==> config.mk <==
export PLATFORM = sky130hd
export DESIGN_NAME = aes_serial_rx
export DESIGN_NICKNAME = d
export VERILOG_FILES = /design/src/rtl/aes_serial_rx.sv
export SDC_FILE = /design/constraint.sdc
export NUM_CORES = 1
export LEC_CHECK = 0
export ABC_AREA = 0
export CORE_UTILIZATION = 45
export CTS_BUF_LIST = sky130_fd_sc_hd__clkbuf_2
export DETAILED_ROUTE_END_ITERATION = 12
export SYNTH_ARGS = -nofsm -noshare
export SYNTH_HDL_FRONTEND = slang
export SYNTH_SLANG_ARGS = --single-unit
==> constraint.sdc <==
create_clock -name clk -period 2.88 [get_ports clk]
set_clock_uncertainty 0.15 [all_clocks]
set_input_delay 0.864 -clock clk [delete_from_list [all_inputs] [get_ports clk]]
set_output_delay 0.864 -clock clk [all_outputs]
set_load 0.05 [all_outputs]
==> src/rtl/aes_serial_rx.sv <==
// aes_serial_rx -- deserialising receiver for the single-wire AES ciphertext link.
//
// The transmitter marks each new bit by toggling ser_strobe (either direction),
// LSB first. Both async lines are synchronised, each strobe edge launches a
// settle timer, and the synchronised data is sampled when the timer expires.
// NBITS samples form a block that is offered on a valid/ready handshake.
//
// Ports:
//   clk, rst_n   clock, async active-low reset
//   ser_data     serial data bit (async)
//   ser_strobe   bit strobe (async), every toggle = one bit
//   blk_data     assembled block, bit i = i-th received bit
//   blk_valid    block available, held until accepted
//   blk_ready    consumer accept
//   busy         frame in progress (SHIFT or DRAIN)
//   frame_err    1-cycle pulse: truncated frame or strobe glitch
//   overrun      1-cycle pulse: completed frame dropped, output register full
module aes_serial_rx #(
  parameter int NBITS       = 128,
  parameter int SYNC_STAGES = 2,
  parameter int SETTLE      = 4,
  parameter int GAP_CYC     = 120000000
) (
  input  logic             clk,
  input  logic             rst_n,
  input  logic             ser_data,
  input  logic             ser_strobe,
  output logic [NBITS-1:0] blk_data,
  output logic             blk_valid,
  input  logic             blk_ready,
  output logic             busy,
  output logic             frame_err,
  output logic             overrun
);

  localparam int CW = (NBITS > 1) ? $clog2(NBITS) : 1;
  localparam int SW = $clog2(SETTLE + 1);
  localparam logic [CW-1:0] LAST_BIT  = CW'(NBITS - 1);
  localparam logic [SW-1:0] SETTLE_LD = SW'(SETTLE - 1);
  localparam logic [31:0]   GAP       = 32'(GAP_CYC);

  typedef enum logic [1:0] {IDLE, SHIFT, DRAIN} state_e;

  // Synchronisers plus one extra strobe flop for edge detection.
  logic [SYNC_STAGES-1:0] data_sync_q, strb_sync_q;
  logic                   strb_dly_q;
  logic                   edge_det, data_s;

  state_e            state_q;
  logic [NBITS-1:0]  shift_q, full_blk_d;
  logic [CW-1:0]     bit_cnt_q;
  logic [SW-1:0]     settle_cnt_q;
  logic              settle_act_q;
  logic [31:0]       gap_q;
  logic [NBITS-1:0]  blk_data_q;
  logic              blk_valid_q, frame_err_q, overrun_q;

  assign edge_det = strb_sync_q[SYNC_STAGES-1] ^ strb_dly_q;
  assign data_s   = data_sync_q[SYNC_STAGES-1];

  // Shift register with the bit being sampled this cycle merged in; used
  // both for the normal update and for loading the output on completion.
  always_comb begin
    full_blk_d            = shift_q;
    full_blk_d[bit_cnt_q] = data_s;
  end

  always_ff @(posedge clk or negedge rst_n) begin
    if (!rst_n) begin
      data_sync_q  <= '0;
      strb_sync_q  <= '0;
      strb_dly_q   <= 1'b0;
    end else begin
      data_sync_q  <= {data_sync_q[SYNC_STAGES-2:0], ser_data};
      strb_sync_q  <= {strb_sync_q[SYNC_STAGES-2:0], ser_strobe};
      strb_dly_q   <= strb_sync_q[SYNC_STAGES-1];
    end
  end

  always_ff @(posedge clk or negedge rst_n) begin
    if (!rst_n) begin
      state_q      <= IDLE;
      shift_q      <= '0;
      bit_cnt_q    <= '0;
      settle_cnt_q <= '0;
      settle_act_q <= 1'b0;
      gap_q        <= '0;
      blk_data_q   <= '0;
      blk_valid_q  <= 1'b0;
      frame_err_q  <= 1'b0;
      overrun_q    <= 1'b0;
    end else begin
      frame_err_q <= 1'b0;
      overrun_q   <= 1'b0;

      // Acceptance; a load later in this block overrides it (accept+load).
      if (blk_valid_q && blk_ready) blk_valid_q <= 1'b0;

      // Gap counter: cleared by edges, saturating otherwise.
      if (edge_det)          gap_q <= '0;
      else if (gap_q != GAP) gap_q <= gap_q + 32'd1;

      if (settle_act_q && settle_cnt_q != '0) settle_cnt_q <= settle_cnt_q - 1'b1;

      case (state_q)
        IDLE: begin
          shift_q      <= '0;
          bit_cnt_q    <= '0;
          settle_act_q <= 1'b0;
          if (edge_det) begin
            state_q      <= SHIFT;
            settle_act_q <= 1'b1;
            settle_cnt_q <= SETTLE_LD;
          end
        end

        SHIFT: begin
          if (edge_det && settle_act_q) begin
            // Second edge before the pending sample: strobe glitch.
            frame_err_q  <= 1'b1;
            settle_act_q <= 1'b0;
            state_q      <= IDLE;
          end else if (edge_det) begin
            settle_act_q <= 1'b1;
            settle_cnt_q <= SETTLE_LD;
          end else if (settle_act_q && settle_cnt_q == '0) begin
            settle_act_q <= 1'b0;
            shift_q      <= full_blk_d;
            bit_cnt_q    <= bit_cnt_q + 1'b1;
            if (bit_cnt_q == LAST_BIT) begin
              if (!blk_valid_q || blk_ready) begin
                blk_data_q  <= full_blk_d;
                blk_valid_q <= 1'b1;
              end else begin
                overrun_q <= 1'b1;
              end
              state_q <= DRAIN;
            end
          end else if (gap_q == GAP) begin
            frame_err_q <= 1'b1;
            state_q     <= IDLE;
          end
        end

        DRAIN: begin
          // Trailing strobe activity is ignored until the line goes quiet.
          settle_act_q <= 1'b0;
          if (gap_q == GAP) state_q <= IDLE;
        end

        default: state_q <= IDLE;
      endcase
    end
  end

  assign blk_data  = blk_data_q;
  assign blk_valid = blk_valid_q;
  assign busy      = (state_q != IDLE);
  assign frame_err = frame_err_q;
  assign overrun   = overrun_q;

endmodule

---- Yosys cells after proc, flatten, opt, wreduce, memory -nomap -nowiden ----
Index checks and enable logic that the tools add are counted.
W data, S select, Z words.
storage, ports and cells
  bits in registers ....................... 309
  input port bits ......................... 5
  output and inout bits ................... 132
operators by class
  add/sub/neg operators ................... 3
  order comparisons ....................... 2
  eq/ne operators ......................... 12
  mux-type cells .......................... 47
  bitwise operators ....................... 3
  reductions and logical operators ........ 18
operators with widths
  operator                 number
  $mux W128                3
  $pmux W128 S2            1
  $bwmux W128              1
  $mux W32                 2
  $add A32 B1 Y32 const B  1
  $eq A32 B27 Y1 const B   1
  $ne A32 B27 Y1 const B   1
  $mux W1                  23
  $mux W7                  3
  $pmux W7 S2              1
  $mux W2                  6
  $mux W3                  3
  $lt A7 B8 Y1 const B     1
  $ne A2 B2 Y1 const B     4
  $ne A4 B4 Y1 const B     2
  $add A7 B1 Y7 const B    1
  $demux W1 S7             1
  $eq A7 B7 Y1 const B     1
  $ge A7 B1 Y1 const B     1
  $pmux W2 S3              1
  $pmux W3 S2              1
  $reduce_and A6 Y1        1
  $reduce_bool A2 Y1       3
  $reduce_bool A3 Y1       2
  15 further kinds         20

---- Longest topological paths before layout ----
Gate-level depths: netlist of run 1.
  depth in word-level cells ............... 9
  mapped depth ............................ 9

---- Least setup slack after synthesis of run 1 ----
OpenSTA, ideal clock, no wires.
  kind .................................... flip-flop to flip-flop
  from .................................... register state_q[1]
  to ...................................... register blk_data_q[13], in the netlist blk_data[13]
  library setup time ...................... 0.128 ns
  arrival time ............................ 2.004 ns
  required time ........................... 2.602 ns
  path slack .............................. 0.598 ns
  stages on the path, launching flop included .. 10
  clock period less this slack ............ 2.282 ns
  path through ............................ dfrtp_1 > inv_1 > ha_1 > buf_2 > nand4b_1 > nor2_2 > nand4_1 > buf_2 > buf_4 > mux2_1
on the way
  longest elaborated chain between the ends .. 2
ends and longest elaborated chain
  item                                line  source
  from (decl)                         49    state_e state_q;
  from (signal assigned)              82    state_q <= IDLE;
  from (signal assigned)              111   state_q <= SHIFT;
  from (signal assigned)              122   state_q <= IDLE;
  $eq A2 B1 Y1                        105   case (state_q)
  $reduce_and A6 Y1 (no source line)  n/a
  to (signal assigned)                132   blk_data_q <= full_blk_d;
  to (decl)                           55    logic [NBITS-1:0] blk_data_q;
No other way between the ends.
A chain may end at the register's enable or synchronous reset.

---- Worst setup path after layout of run 1 ----
  from .................................... register blk_data_q[41], in the netlist blk_data[41]
  to ...................................... output port blk_data[41]
RTL lines
  item       line  source
  to (decl)  28    output logic [NBITS-1:0] blk_data,
No word-level cell between the ends.

==> results_dict.tcl, run 1 <==
set metrics [dict create \
    synth_cells 1452 \
    initialDrtViolationCount 637 \
    synthArstFlopShare_pct 100.0 \
    cts_tree "done" \
    worstPathBufferInverterCount 1 \
    syn_area_per_cell_sq_um 10.60 \
    worst-setup-path-type "flip-flop to output pin" \
    finalNonFillerCells 2132 \
    fin_ws_ps 100.0 \
    reg2reg_setup_slack_ps 350 \
    vias_per_cell 5.438 \
    end_kind "output pin" \
    reg2reg_from "bit_cnt_q[5]" \
    fin_nets 1636 \
    hold_viol 0 \
    drive_above_1_share_pct 31.13 \
    synth-seq-area-share_pct 50.25 \
    portBuffers 136 \
    design.core.area_sq_um 33620 \
    synth_top_family_by_area "multiplexers" \
    rsz0062_at_grt "false" \
    cpPeakStageDelay_ps 530 \
    grt_max_degree 129 \
    muxShareOfSynthArea_pct 19.27 \
    num_rows 67 \
    worstPathArrival_ps 1770 \
    synth_nets 1466 \
    outcome "complete, no violations" \
    yosysMostFrequentCell "dfrtp_1" \
    fin_crit_sh_pct 96.53 \
    ys_seq_elements 309 \
    grt_pass1_wl_um 63000 \
    clock.fmax_ghz 0.3597 \
    timing.critical_path.from "blk_data[41]" \
    cts_buffer_depth 3 \
    multi_input_area_sq_um 6679 \
    io_pins 137 \
    grt_util_all_layers_pct 22.24 \
    max_cap_viol_count 0 \
    syn_to_final_growth_pct 17.84 \
    synth-edff-count 0 \
    tightest_slew_ps 867.3 \
    drc 0 \
    fin_crit_ps 2780 \
    netlist.area_leader.share_pct 50.25 \
    clock_latency_ps 900 \
    synth.distinct_cells 63 \
    holdWs_ps 202.1 \
    num_vias 11594 \
    hold_start "strb_sync_q[0]" \
    synth_xor_area_share_pct 0.9676 \
    wl_per_cell_um 17.89 \
    p_leak_nw 8.671 \
    synth_adder_area_share_pct 0.7318 \
    placedCellCount 1981 \
    initial_core_util_pct 45.78 \
    grt-ovfl-total 0 \
    min_path_type "flip-flop to flip-flop" \
    power.density_nw_per_um2 522.5 \
    worst_path_max_delay_cell "dlygate4sd2_1" \
    ir_worst_vdd_uv 348.1 \
    die_x_um 186.9 \
    wirelength_um 38130 \
    ys.flop_type "dfrtp_1" \
    worstPathRequired_ps 1870 \
    synth_top_cell_by_area "dfrtp_1" \
    slew_headroom_pct 42.18 \
    ant_nets 0 \
    ys_top_cells_by_count "dfrtp_1 (309), mux2_2 (256), nand2_1 (162), a21oi_1 (136), inv_1 (135)" \
    synth-simple-area-share_pct 10.20 \
    antenna_found_initial 1 \
    synth_area_leaders "dfrtp_1 (50%), mux2_2 (19%), o22ai_1 (5.0%)" \
    fillCellCount 3041 \
    fin_setup_tns_ps 0 \
    grt_pass1_vias 11892 \
    clk_pin_slew_worst_paths_ps 90 \
    hpwl_um 23150 \
    first_pass_iters 7 \
    routabilityCongestion 0.7549 \
    crit_family "buffers and inverters" \
    cp-start-kind "flip-flop" \
    setup_viol 0 \
    root_buffer "clkbuf_2" \
    synth-compound-area-share_pct 11.74 \
    yosysWarnings 0 \
    cts_sinks 309 \
    die-area_sq_um 34940 \
    seq_area_sq_um 7736 \
    synth_area_sq_um 15390 \
    htreeDepth 3 \
    die_height_um 186.9 \
    numCtsBuffers 84 \
    pre_cts_ws_ps 114.0 \
    cp_cell_sequence "dlygate4sd2_1" \
    slew_viol_final 0 \
    cp_max_fo 2 \
]
-- cell type report --
| type | instances | share of cell area [%] |
|---|---|---|
| inverter | 135 | 2.794 |
| sequential | 309 | 42.66 |
| multi-input combinational | 893 | 36.83 |
| timing repair buffer | 199 | 10.54 |
| tap | 448 | 3.091 |
| clock inverter | 23 | 0.6486 |
| clock buffer | 124 | 3.422 |
| antenna | 1 | 0.01380 |
-- state kept, by name (all words and copies together), names as in the netlist, 2 cells and up --
register and count:
blk_data 128, shift_q 128, gap_q 32, bit_cnt_q 7
settle_cnt_q 3, data_sync_q 2, state_q 2, strb_sync_q 2
-- metrics by stage --
step	cell area (sq um)	power, W	util (%)
after floorplan	15390	0.005794	-
after global placement	17460	0.006404	51.94
after detailed placement	17460	0.006437	51.94
after CTS	18200	0.009629	54.15
after global routing	18130	0.01007	53.94
final	18130	0.009474	53.94
-- layout by cell type (no fill, tap or decap), types with 4 or more instances in the layout --
| master | count |
|---|---|
| dfrtp_1 | 308 |
| mux2_2 | 256 |
| nand2_1 | 161 |
| clkbuf_2 | 143 |
| a21oi_1 | 136 |
| inv_1 | 134 |
| o22ai_1 | 123 |
| buf_4 | 48 |
| dlygate4sd2_1 | 43 |
| clkdlybuf4s15_1 | 36 |
| clkdlybuf4s15_2 | 33 |
| nor2_1 | 24 |
| clkinv_1 | 18 |
| nand3_1 | 15 |
| buf_12 | 14 |
| xnor2_1 | 11 |
| o21ai_0 | 10 |
| nor4_1 | 10 |
| nor3_1 | 9 |
| nand4_1 | 8 |
| ha_1 | 8 |
| or4_1 | 7 |
| o31ai_1 | 7 |
| nand2b_1 | 6 |
| mux2i_1 | 6 |
| and4_1 | 5 |
| and3_1 | 5 |
| a21o_1 | 5 |
| o2bb2ai_1 | 5 |
| a31oi_1 | 5 |
| xor2_1 | 5 |
| nor4bb_1 | 5 |
| nor2b_1 | 4 |
| nor4b_4 | 4 |
| and4b_1 | 4 |
| a41o_1 | 4 |
| or3_1 | 4 |
-- repair_timing --
| item | 4_1_cts | 5_1_grt |
|---|---|---|
| hold endpoints to repair | 198 | 0 |
| setup buffers | 2 | 0 |
| setup endpoints to repair | 132 | 33 |
| pin swaps | 1 | 0 |
| resized for setup | 238 | 37 |
| hold buffers | 1 | 0 |
-- metal layers --
metal  up-vias  share of wire, %  GRT usage, %
met5         -                 0             0
met4         0               2.3         7.566
met3        68               4.8         4.597
met2       265                46         34.97
met1      5754                46         30.60
li1       5507                 -             -
-- power by group --
group | internal [W] | total [W] | switching [W]
registers | 0.00439 | 0.00449 | 0.0000949
logic | 0.000715 | 0.00191 | 0.00119
clock network | 0.00123 | 0.00308 | 0.00185
total | 0.00634 | 0.00947 | 0.00314
-- worst paths after layout --
kind,endpoint,depth (start not counted)
worst max-delay path,blk_data[41],1
max in group asynchronous,shift_q[40],4
worst max register to register,blk_data[101],5
min in group asynchronous,shift_q[80],2
worst min register to register,strb_sync_q[1],0
worst min-delay path,strb_sync_q[1],0
-- kinds of logic (layout without fill, tap and decap cells) --
kind of cell	count (synthesis)	in the layout
muxes	264	264
AOI/OAI and AO/OA	307	307
buffers and inverters	250	481
other	0	1
DFF	309	309
and+or+nand+nor	296	296
adders and majority gates	9	9
xor gates and xnor gates	17	17
No activity file was read; power rests on OpenSTA's default activity.
==> inputs of run 2 (changes only) <==
CORE_UTILIZATION = 50   (was 45)
PLACE_DENSITY = 0.71   (was not set)
==> run 2 against run 1 <==
  * Die area shrank 9.9%
  * Clock power shrank 3%
  * Wire length fell by 3.3%
  * Cell area is 0.60% lower
  * Non-clock buffer count increased by 5
  * Combinational power grew 2%
  * Utilization is 6.2 points higher
  * Flip-flop and latch count stayed put
  * Largest power group unchanged
  * Highest routed layer unchanged
==> results_dict.tcl, run 2 (synthesis gave the netlist of run 1 again) <==
set metrics [dict create \
    final_util_pct 60.18 \
    worstPathRequired_ps 1870 \
    cts_sinks 309 \
    grt-ovfl-total 0 \
    multi_input_area_sq_um 6679 \
    die_height_um 177.4 \
    vias_per_cell 5.687 \
    cp_max_fo 2 \
    grt_pass1_wl_um 60350 \
    routabilityCongestion 0.7920 \
    drc 0 \
    holdWs_ps 209.2 \
    fin_crit_ps 2796 \
    hold_viol 0 \
    cts_tree "done" \
    ant_nets 0 \
    fin_nets 1639 \
    slew_viol_final 0 \
    cp-start-kind "flip-flop" \
    grt_util_all_layers_pct 24.00 \
    htreeDepth 3 \
    tightest_slew_ps 1146 \
    ir_worst_vdd_uv 390.3 \
    seqPwrFrac_pct 47.6 \
    p_int_w 0.006371 \
    die-area_sq_um 31480 \
    num_rows 63 \
    portBuffers 136 \
    final_common_cell "dfrtp_1" \
    p_leak_nw 9.000 \
    swShare_pct 32.38 \
    cts_buffer_depth 3 \
    fillCellCount 2553 \
    syn_to_final_growth_pct 17.13 \
    clkPwrFrac_pct 31.7 \
    pre_cts_ws_ps 224.3 \
    outcome "complete, no violations" \
    setup_viol 0 \
    cp_cell_sequence "dlygate4sd2_1" \
    root_buffer "clkbuf_2" \
    power.density_nw_per_um2 522.7 \
    clock.fmax_ghz 0.3577 \
    grt_max_degree 120 \
    clk_pin_slew_worst_paths_ps 100 \
    worst-setup-path-type "flip-flop to output pin" \
    end_kind "output pin" \
    wirelength_um 36870 \
    slew_headroom_pct 23.59 \
    layout_common_cells "dfrtp_1 (308), mux2_2 (256), nand2_1 (161)" \
    seq_area_sq_um 7736 \
    clock_latency_ps 860 \
    fin_setup_tns_ps 0 \
    fin_crit_sh_pct 97.07 \
    cpPeakStageDelay_ps 550 \
    wl_per_cell_um 17.81 \
    hpwl_um 23240 \
    antenna_found_initial 1 \
    design.core.area_sq_um 29950 \
    io_pins 137 \
    worst_path_max_delay_cell "dlygate4sd2_1" \
    first_pass_iters 7 \
    numCtsBuffers 82 \
    max_cap_viol_count 0 \
    fin_ws_ps 84.33 \
    power_switching_w 0.003051 \
    postLayoutCellArea_sq_um 18020 \
    min_path_type "flip-flop to flip-flop" \
    num_vias 11772 \
    crit_family "buffers and inverters" \
    worstPathArrival_ps 1780 \
    die_x_um 177.4 \
    grt_pass1_vias 11834 \
    initial_core_util_pct 51.37 \
    comb_power_share_pct 20.7 \
    dpl-instance-area_sq_um 17420 \
    worstPathBufferInverterCount 1 \
    drive_above_1_share_pct 28.83 \
    initialDrtViolationCount 912 \
]
[run 2: final cells by class]
cell class	instances	area share [%]
timing repair buffer	204	10.57
sequential	309	42.92
tap	390	2.707
antenna	1	0.01388
multi-input combinational	893	37.05
inverter	135	2.811
clock buffer	127	3.526
clock inverter	11	0.4026
[run 2: layer usage]
metal / track usage (%) / wire (um) / vias up
met5: 0 / 0 / -
met4: 7.479 / 616 / 0
met3: 4.649 / 2225 / 58
met2: 38.36 / 17360 / 349
met1: 32.96 / 16680 / 5842
li1: - / - / 5523
[run 2: power groups by stage]
stage / Combinational [W] / Clock (W) / Sequential [W]
4_1_cts: 0.00190 / 0.00308 / 0.00448
5_1_grt: 0.00215 / 0.00330 / 0.00450
2_1_floorplan: 0.00126 / 0 / 0.00453
3_5_place_dp: 0.00187 / 0 / 0.00457
3_3_place_gp: 0.00182 / 0 / 0.00457
6_report: 0.00195 / 0.00299 / 0.00449
[run 2: worst paths after layout]
check                          startpoint  slack (ps)        endpoint  cells after the start
max in group asynchronous           rst_n        1410     shift_q[22]                      3
min reg2reg                strb_sync_q[0]         210  strb_sync_q[1]                      0
max reg2reg                    state_q[0]         100     shift_q[22]                      9
max                          blk_data[79]          80    blk_data[79]                      1
min in group asynchronous           rst_n         380   blk_data[105]                      2
min                        strb_sync_q[0]         210  strb_sync_q[1]                      0
[run 2: stage by stage]
step                power, W  cells
finish              0.009421   2070
global route        0.009949   2070
CTS                 0.009465   2068
detailed placement  0.006440   1927
global placement    0.006385   1927
floorplan           0.005794   1452
[run 2: what timing repair did]
action | CTS | global route
pin swaps | 0 | 0
buffers inserted | 2 | 1
gates resized for setup | 135 | 14
hold endpoints to repair | 45 | 0
setup endpoints to repair | 132 | 10
hold buffers | 1 | 0
